`config.mk`:
```
export PLATFORM = sky130hd
export DESIGN_NAME = usb_stream_arbiter_flat
export DESIGN_NICKNAME = d
export VERILOG_FILES = /design/src/rtl/usb_stream_arbiter_if.sv /design/src/rtl/usb_stream_arbiter.sv /design/src/flat_wrapper.sv
export SDC_FILE = /design/constraint.sdc
export NUM_CORES = 1
export LEC_CHECK = 0
export ABC_AREA = 1
export CAP_MARGIN = 5
export CORE_ASPECT_RATIO = 0.75
export CORE_UTILIZATION = 34
export DETAILED_ROUTE_END_ITERATION = 6
export PLACE_DENSITY_LB_ADDON = 0.15
export REMOVE_ABC_BUFFERS = 1
export SYNTH_ARGS = -nofsm -noshare
export SYNTH_HDL_FRONTEND = slang
export SYNTH_SLANG_ARGS = --single-unit
```
`constraint.sdc`:
```
create_clock -name clk -period 1.2 [get_ports clk]
set_clock_uncertainty 0.2 [all_clocks]
set_input_delay 0.12 -clock clk [delete_from_list [all_inputs] [get_ports clk]]
set_output_delay 0.12 -clock clk [all_outputs]
set_load 0.03 [all_outputs]
```
`src/rtl/usb_stream_arbiter_if.sv`:
```
// AXI-Stream byte channel used by the USB stream arbiter.
// master drives tdata/tvalid, slave drives tready.
interface usb_stream_arbiter_if #(
    parameter int DATA_WIDTH = 8
);
    logic [DATA_WIDTH-1:0] tdata;
    logic                  tvalid;
    logic                  tready;

    modport master (
        output tdata,
        output tvalid,
        input  tready
    );

    modport slave (
        input  tdata,
        input  tvalid,
        output tready
    );
endinterface

```
`src/rtl/usb_stream_arbiter.sv`:
```
// Packet-level round-robin arbiter merging two COBS streams toward ft232h.
// Optional macro USB_ARB_STATS_EN adds per-source completed-packet counters.
module usb_stream_arbiter #(
    parameter int                    DATA_WIDTH    = 8,
    parameter logic [DATA_WIDTH-1:0] DELIM         = '0,
    parameter int                    MAX_PKT_BYTES = 512
) (
    input  logic                 clk,
    input  logic                 rst_n,
    input  logic [1:0]           src_en,
    usb_stream_arbiter_if.slave  s0,
    usb_stream_arbiter_if.slave  s1,
    usb_stream_arbiter_if.master m,
    output logic [1:0]           grant,
    output logic                 err_overlong,
    output logic [31:0]          pkt_count0,
    output logic [31:0]          pkt_count1
);

    localparam int CW = $clog2(MAX_PKT_BYTES + 1);
    localparam logic [CW-1:0] LIM = CW'(MAX_PKT_BYTES - 1);

    typedef enum logic [1:0] {
        IDLE   = 2'd0,
        GRANT0 = 2'd1,
        GRANT1 = 2'd2
    } state_t;

    logic [1:0]    r_rst_sync;
    logic          w_rst_n;
    state_t        r_state;
    state_t        w_state_nxt;
    logic [CW-1:0] r_cnt;
    logic          r_last;
    logic          r_err;
    logic [1:0]    r_grant;
    logic          w_e0;
    logic          w_e1;
    logic          w_xfer;
    logic          w_end;
    logic          w_wd;
    logic          w_src;

    // Release of reset is re-timed to clk; assertion stays asynchronous.
    always_ff @(posedge clk or negedge rst_n) begin
        if (!rst_n) begin
            r_rst_sync <= 2'b00;
        end else begin
            r_rst_sync <= {r_rst_sync[0], 1'b1};
        end
    end

    assign w_rst_n = r_rst_sync[1];

    assign w_e0 = s0.tvalid & src_en[0];
    assign w_e1 = s1.tvalid & src_en[1];

    // Next-state decision plus the combinational data path of the owner.
    always_comb begin
        w_state_nxt = r_state;
        m.tdata     = '0;
        m.tvalid    = 1'b0;
        s0.tready   = 1'b0;
        s1.tready   = 1'b0;
        w_xfer      = 1'b0;
        w_end       = 1'b0;
        w_wd        = 1'b0;
        w_src       = 1'b0;
        unique case (r_state)
            IDLE: begin
                if (w_e0 && w_e1) begin
                    w_state_nxt = r_last ? GRANT0 : GRANT1;
                end else if (w_e0) begin
                    w_state_nxt = GRANT0;
                end else if (w_e1) begin
                    w_state_nxt = GRANT1;
                end
            end
            GRANT0: begin
                m.tdata   = s0.tdata;
                m.tvalid  = s0.tvalid;
                s0.tready = m.tready;
                w_xfer    = s0.tvalid & m.tready;
                w_src     = 1'b0;
            end
            GRANT1: begin
                m.tdata   = s1.tdata;
                m.tvalid  = s1.tvalid;
                s1.tready = m.tready;
                w_xfer    = s1.tvalid & m.tready;
                w_src     = 1'b1;
            end
            default: begin
                w_state_nxt = IDLE;
            end
        endcase
        if (w_xfer) begin
            if (m.tdata == DELIM) begin
                w_end = 1'b1;
            end else if (r_cnt == LIM) begin
                w_wd = 1'b1;
            end
        end
        if (w_end || w_wd) begin
            w_state_nxt = IDLE;
        end
    end

    // State register with grant decoded from the next state.
    always_ff @(posedge clk or negedge w_rst_n) begin
        if (!w_rst_n) begin
            r_state <= IDLE;
            r_grant <= 2'b00;
        end else begin
            r_state <= w_state_nxt;
            r_grant <= {w_state_nxt == GRANT1, w_state_nxt == GRANT0};
        end
    end

    // Per-grant transfer counter, restarted while idle.
    always_ff @(posedge clk or negedge w_rst_n) begin
        if (!w_rst_n) begin
            r_cnt <= '0;
        end else if (r_state == IDLE) begin
            r_cnt <= '0;
        end else if (w_xfer) begin
            r_cnt <= r_cnt + CW'(1);
        end
    end

    // Last-served source and the one-cycle watchdog pulse.
    always_ff @(posedge clk or negedge w_rst_n) begin
        if (!w_rst_n) begin
            r_last <= 1'b1;
            r_err  <= 1'b0;
        end else begin
            r_err <= w_wd;
            if (w_end || w_wd) begin
                r_last <= w_src;
            end
        end
    end

    assign grant        = r_grant;
    assign err_overlong = r_err;

`ifdef USB_ARB_STATS_EN
    logic [31:0] r_pkt0;
    logic [31:0] r_pkt1;

    // Completed packets per source; wraps naturally at 32 bits.
    always_ff @(posedge clk or negedge w_rst_n) begin
        if (!w_rst_n) begin
            r_pkt0 <= '0;
            r_pkt1 <= '0;
        end else if (w_end) begin
            if (w_src) begin
                r_pkt1 <= r_pkt1 + 32'd1;
            end else begin
                r_pkt0 <= r_pkt0 + 32'd1;
            end
        end
    end

    assign pkt_count0 = r_pkt0;
    assign pkt_count1 = r_pkt1;
`else
    assign pkt_count0 = 32'd0;
    assign pkt_count1 = 32'd0;
`endif

endmodule

```
`src/flat_wrapper.sv`:
```
// flat-port wrapper written by rule: the top's interface ports become plain ports
module usb_stream_arbiter_flat 
#(
    parameter int                    DATA_WIDTH    = 8,
    parameter logic [DATA_WIDTH-1:0] DELIM         = '0,
    parameter int                    MAX_PKT_BYTES = 512
)
  (clk, rst_n, src_en, grant, err_overlong, pkt_count0, pkt_count1, s0_tdata, s0_tvalid, s0_tready, s1_tdata, s1_tvalid, s1_tready, m_tdata, m_tvalid, m_tready);
  usb_stream_arbiter_if #(.DATA_WIDTH(DATA_WIDTH)) s0_i ();
  usb_stream_arbiter_if #(.DATA_WIDTH(DATA_WIDTH)) s1_i ();
  usb_stream_arbiter_if #(.DATA_WIDTH(DATA_WIDTH)) m_i ();
  input  logic clk;
  input  logic rst_n;
  input  logic [1:0] src_en;
  output logic [1:0] grant;
  output logic err_overlong;
  output logic [31:0] pkt_count0;
  output logic [31:0] pkt_count1;
  input wire logic [$bits(s0_i.tdata)-1:0] s0_tdata;
  input wire logic [$bits(s0_i.tvalid)-1:0] s0_tvalid;
  output wire logic [$bits(s0_i.tready)-1:0] s0_tready;
  input wire logic [$bits(s1_i.tdata)-1:0] s1_tdata;
  input wire logic [$bits(s1_i.tvalid)-1:0] s1_tvalid;
  output wire logic [$bits(s1_i.tready)-1:0] s1_tready;
  output wire logic [$bits(m_i.tdata)-1:0] m_tdata;
  output wire logic [$bits(m_i.tvalid)-1:0] m_tvalid;
  input wire logic [$bits(m_i.tready)-1:0] m_tready;
  assign s0_i.tdata = s0_tdata;
  assign s0_i.tvalid = s0_tvalid;
  assign s0_tready = s0_i.tready;
  assign s1_i.tdata = s1_tdata;
  assign s1_i.tvalid = s1_tvalid;
  assign s1_tready = s1_i.tready;
  assign m_tdata = m_i.tdata;
  assign m_tvalid = m_i.tvalid;
  assign m_i.tready = m_tready;
  usb_stream_arbiter #(.DATA_WIDTH(DATA_WIDTH), .DELIM(DELIM), .MAX_PKT_BYTES(MAX_PKT_BYTES)) u_core (.clk(clk), .rst_n(rst_n), .src_en(src_en), .s0(s0_i), .s1(s1_i), .m(m_i), .grant(grant), .err_overlong(err_overlong), .pkt_count0(pkt_count0), .pkt_count1(pkt_count1));
endmodule
```
---- Word level (Yosys, flattened, before mapping) ----
Cells that the tools add are included.
storage, ports and cells
  bits in writable memories ............... 0
  register bits after elaboration ......... 18
  bits in read-only memories .............. 0
  bits in latches ......................... 0
  memories kept ........................... 0
  logic and storage cells ................. 41
  output and inout port bits .............. 78
  input bits .............................. 23
operators by class
  muxes and demuxes ....................... 19
  shift operators ......................... 0
  eq/ne operators ......................... 5
  reductions and logical operators ........ 6
  multiply operators ...................... 0
  bitwise logic cells ..................... 4
  $add $sub $neg .......................... 1
  divide/modulo/power cells ............... 0
  $lt $le $gt $ge ......................... 0
operators with widths
  kind                     number
  $mux W10                 2
  $pmux W8 S2              1
  $add A10 B1 Y10 const B  1
  $eq A10 B9 Y1 const B    1
  $mux W2                  5
  $logic_not A8 Y1         1
  $mux W1                  8
  $and A1 B1 Y1            4
  $eq A2 B1 Y1 const B     2
  $eq A2 B2 Y1 const B     2
  $pmux W1 S2              2
  $pmux W2 S2              1
  $logic_not A2 Y1         1
  $reduce_bool A2 Y1       1
  $reduce_or A2 Y1         1
  $logic_and A1 B1 Y1      1
  $logic_or A1 B1 Y1       1

---- Depth between registers and ports, before layout ----
  depth after elaboration ................. 8
  gate-level depth with buffers ........... 13
  gate-level depth less buffers ........... 12

---- Least setup slack after synthesis ----
Ideal clock, no wire load.
  kind .................................... register to output
  start point ............................. register u_core.r_state[1]
  end point ............................... output port m_tvalid
  slack ................................... -0.700 ns
  required time ........................... 0.880 ns
  path buffers ............................ 1
  stages on the path, launching flop included .. 5
  arrival time ............................ 1.580 ns
  cell sequence ........................... dfrtp_1 > inv_1 > ha_1 > buf_6 > a21boi_0
between the ends
  word-level cells in the longest chain between the ends .. 2
  elaborated cells between the ends (all ways) .. 3
  classes of those cells .................. 2 x eq/ne; 1 x mux
RTL lines
  what                                                 line                       RTL
  from (decl)                                          usb_stream_arbiter.sv:31   state_t r_state;
  from (signal assigned)                               usb_stream_arbiter.sv:115  r_state <= w_state_nxt;
  $eq A2 B2 Y1 / $eq A2 B1 Y1 (equally long branches)  usb_stream_arbiter.sv:69   unique case (r_state)
  $pmux W1 S2 (*)                                      usb_stream_arbiter.sv:69
  to (decl)                                            flat_wrapper.sv:26         output wire logic [$bits(m_i.tvalid)-1:0] m_tvalid;
Every way passes the cells marked *; elsewhere a longest branch is shown, timed or not.

---- Worst setup path after layout ----
  start point ............................. register u_core.r_state[1]
  end point ............................... output port m_tdata[1]
between the ends
  word-level cells in the longest chain between the ends .. 2
  elaborated cells between the ends (all ways) .. 3
  classes of those cells .................. 2 x eq/ne; 1 x mux
RTL lines
  what                                                 line                      RTL
  $eq A2 B2 Y1 / $eq A2 B1 Y1 (equally long branches)  usb_stream_arbiter.sv:69
  $pmux W8 S2 (*)                                      usb_stream_arbiter.sv:69
  to (decl)                                            flat_wrapper.sv:25        output wire logic [$bits(m_i.tdata)-1:0] m_tdata;
Marks and branches as above.

==> out/results.md <==
| Item | This run |
|---|---|
| Outcome | complete, but fails checks |
| Violations in the final reports | setup timing |
| Final setup TNS | -16.58 ns |
| Highest-delay cell along the critical path | dfrtp_2 |
| Worst setup path startpoint | u_core.r_state[1] |
| Die height | 62.7 um |
| Routed Antenna Nets | 0 |
| Part of the Yosys area used for sequential elements | 27.0% |
| Post-synthesis adder-cell area fraction | 3.74% |
| R2r endpoint | u_core.err_overlong |
| Most common cell type on the critical path | buf_6 |
| Final period util | 159% |
| Die width | 83.0 um |
| Vias post-DR | 1443 |
| Buffers added on ports | 36 |
| Top cells by area, synth | buf_4 (29%), dfrtp_1 (25%), nand2_1 (14%) |
| Final setup violation count | 27 |
| Met3 routing resource usage after global routing | 3.83% |
| Post-synthesis share of cell area spent on and, or, nand and nor gates | 25.5% |
| Setup repair after global routing missed its margin | true |
| Busiest metal layer after global routing | met2 |
| Total wirelength of the detailed-routed design | 3.71 mm |
| Most used standard cells in the synthesized netlist | buf_4 (64), nand2_1 (62), inv_1 (26), dfrtp_1 (17) |
| Stage delay of the slowest cell on the critical path | 0.45 ns |
| Number of pins with negative max-slew slack in the final report | 0 |
| Gate count after technology mapping | 233 |
| Required time worst endpoint | 0.88 ns |
| Startpoint-to-endpoint class of the critical path | register to primary output |
| Vias in the first global route | 1285 |
| Critical Path End Type | primary output |
| Share of the synthesized area in the top cell type | 28.7% |
| Number of flops mapped to enable cells by yosys | 0 |
| Post-synthesis instance area | 0.00167 mm^2 |
| LEAKAGE | 1.38 nW |
| Largest voltage drop on the vdd net | 0.00141 V |
| Wire length of the first global-routing pass | 5.77 mm |
| Xor and xnor area share after synthesis | 0.524% |
| Share of post-route cells with drive strength above 1 | 41.8% |
| Number of antenna cells inserted | 0 |
| Floorplan row count | 21 |
| I/O Pins | 101 |
| Critical path peak fanout | 8 |
| Average wire length per cell after detail routing | 10.3 um |
| Fin crit period | 1.91 ns |
| Count of placed standard cells in the final layout, fillers left out | 361 |
| Most used DFF post-synth | dfrtp_1 |
| FF+latch count, synth | 18 |
| Total number of yosys warnings | 0 |
| Max_cap viols | 0 |
| Pin count of the biggest net entering global routing | 15 |
| Clock network latency to the later pin of the worst-skew pair | 0.26 ns |
| Critical path capture point | m_tdata[1] |
| Arrival time at the worst endpoint | 1.59 ns |
| Pre-CTS setup slack | -0.796 ns |
| Number of H-tree levels | 1 |
| Net count reported at finish | 333 |
| Number of buffers between clock root and the deepest sink | 2 |
| Gpl congestion | 0.782 |
| Placed wire-length estimate | 2.79 mm |
| Clock transition at the registers of the reported paths | 0.07 ns |
| Vias per std cell | 4.00 |
| Total die area | 0.00521 mm^2 |
| Number of buffers created by CTS | 3 |
| Synth Area in Compound Gates | 5.31% |
| Initial core utilization | 36.4% |
| Total Power | 5.43 mW |
| P&R area growth vs syn | 53.9% |
| Async set-reset flop share out of synthesis | 100% |
| Post-detailed-route DRC marker count | 0 |
| Nature of the critical path startpoint | register |
| Global-route usage over all layers | 13.6% |
| First drt pass iteration count | 4 |
| Power per unit of standard cell area | 2110 mW/mm^2 |
| Post-route setup slack | -0.706 ns |
| CTS tree | done |
| Number of antenna violations at the first check in global routing | 0 |
| Number of DRC markers after the initial detailed-route iteration | 41 |
| Master cell of the clock root buffer | clkbuf_8 |
| Ordered list of cells on the worst path | inv_4, ha_4, buf_12, nand2_4, buf_6, inv_2, buf_6 |
| Combinational family with the most area after synthesis | buffers and inverters |
| Register-to-register setup slack | -0.70 ns |
| Cell count after placement | 348 |
| Post-Syn Area per Cell | 7.18 um^2 |
| Met1 track demand over resource | 19.5% |
| Number of library cell types mapped by synthesis | 27 |
| Synth area leader | buf_4 |
| CORE AREA | 0.00460 mm^2 |
| Kind of path behind the tightest hold check | register to async pin |
| FMAX | 525 MHz |
| TritonCTS sink count | 18 |
| GR Overflow Total | 0 |
| Mux cell area share after synthesis | 0% |
| Top-count cell post-synth | buf_4 |
| Reg2Reg Launch Point | u_core.r_state[1] |
| Number of cells traversed by the worst register-to-register path | 9 |
| Final hold violations | 0 |
| Met2 track utilization from global routing | 20.8% |
-- routing by layer --
metal	share of wire (%)	routed length (um)
met1	48	1780
met2	48	1770
met3	3.9	143
met4	0.27	10
met5	0	0
-- sequential cells by signal, summed over array words and instances, names as in the netlist --
register and cells:
u_core.err_overlong 1, u_core.grant 2, u_core.r_cnt 10, u_core.r_last 1, u_core.r_rst_sync 2, u_core.r_state 2
-- worst min path at each step --
stage / start / to / slack [ns] / depth (start not counted)
finish: u_core.r_rst_sync[1] / u_core.r_cnt[0] / 0.02 / 1
global route: u_core.r_rst_sync[1] / u_core.r_cnt[7] / 0.05 / 1
CTS: u_core.r_rst_sync[1] / u_core.r_cnt[0] / 0.03 / 1
detailed placement: u_core.r_rst_sync[1] / u_core.r_state[0] / -0.16 / 0
global placement: u_core.r_rst_sync[1] / u_core.r_state[0] / -0.15 / 0
floorplan: rst_n / u_core.r_rst_sync[0] / -0.38 / 0
-- where the power goes --
| group | total (mW) | internal [mW] | leakage (nW) | switching [mW] |
|---|---|---|---|---|
| registers | 0.810 | 0.719 | 0.237 | 0.0911 |
| clock network | 0.450 | 0.236 | 0.0228 | 0.213 |
| logic | 4.17 | 1.77 | 1.12 | 2.40 |
| total | 5.43 | 2.73 | 1.38 | 2.70 |
-- through the flow --
stage	utilization, %	hold WS (ns)	cell area, um^2
after detailed placement	43.1	-0.155	1980
after global placement	43.1	-0.150	1980
after floorplan	-	-0.376	1380
final	56.0	0.0157	2570
after CTS	50.9	0.0311	2340
after global routing	56.0	0.0543	2570
-- cell usage in the layout, fill, tap and decap left out, drive strengths merged --
| cell | synthesis | routed |
|---|---|---|
| nand4 | 1 | 1 |
| a21oi | 7 | 7 |
| inv | 26 | 26 |
| o211ai | 1 | 1 |
| xor2 | 1 | 1 |
| clkbuf | 0 | 4 |
| dfstp | 1 | 1 |
| conb | 2 | 65 |
| nor2 | 13 | 13 |
| nand2 | 65 | 65 |
| o21ai | 6 | 6 |
| nor3 | 4 | 4 |
| clkinvlp | 0 | 1 |
| a21boi | 1 | 1 |
| a2bb2oi | 1 | 1 |
| dlygate4sd3 | 0 | 2 |
| clkdlybuf4s50 | 0 | 22 |
| or2 | 1 | 1 |
| nor3b | 1 | 1 |
| buf | 68 | 48 |
| ha | 5 | 5 |
| nand3 | 11 | 11 |
| dfrtp | 17 | 17 |
-- what timing repair did --
action                     4_1_cts  5_1_grt
hold buffers                     2        0
pin swaps                       20       25
buffers inserted                 6        1
setup endpoints to repair       27       27
hold endpoints to repair         4        0
resized for setup               77       57
gates cloned                     0        0
-- cell families after synthesis --
| group | count (synthesis) |
|---|---|
| other | 2 |
| DFF | 18 |
| adders and majority gates | 5 |
| AOI/OAI and AO/OA | 16 |
| and+or+nand+nor | 96 |
| buffers and inverters | 95 |
| xor gates and xnor gates | 1 |
-- layout make-up --
cell class	count	area [um^2]
inverters	27	113
repair buffers	72	707
well taps	57	71.3
flip-flops and latches	18	453
multi-input cells	183	1190
clock buffers	4	45.0
fillers	407	2020
-- worst max-delay path, delay by kind of cell (launching register included) --
family	cells	cell delay (ns)
adder cells (fa/ha/maj)	1	0.31
buffers and inverters	5	0.50
flip-flops	1	0.45
AND/OR/NAND/NOR	1	0.07
Note: power is estimated with default switching activity, not from simulation.
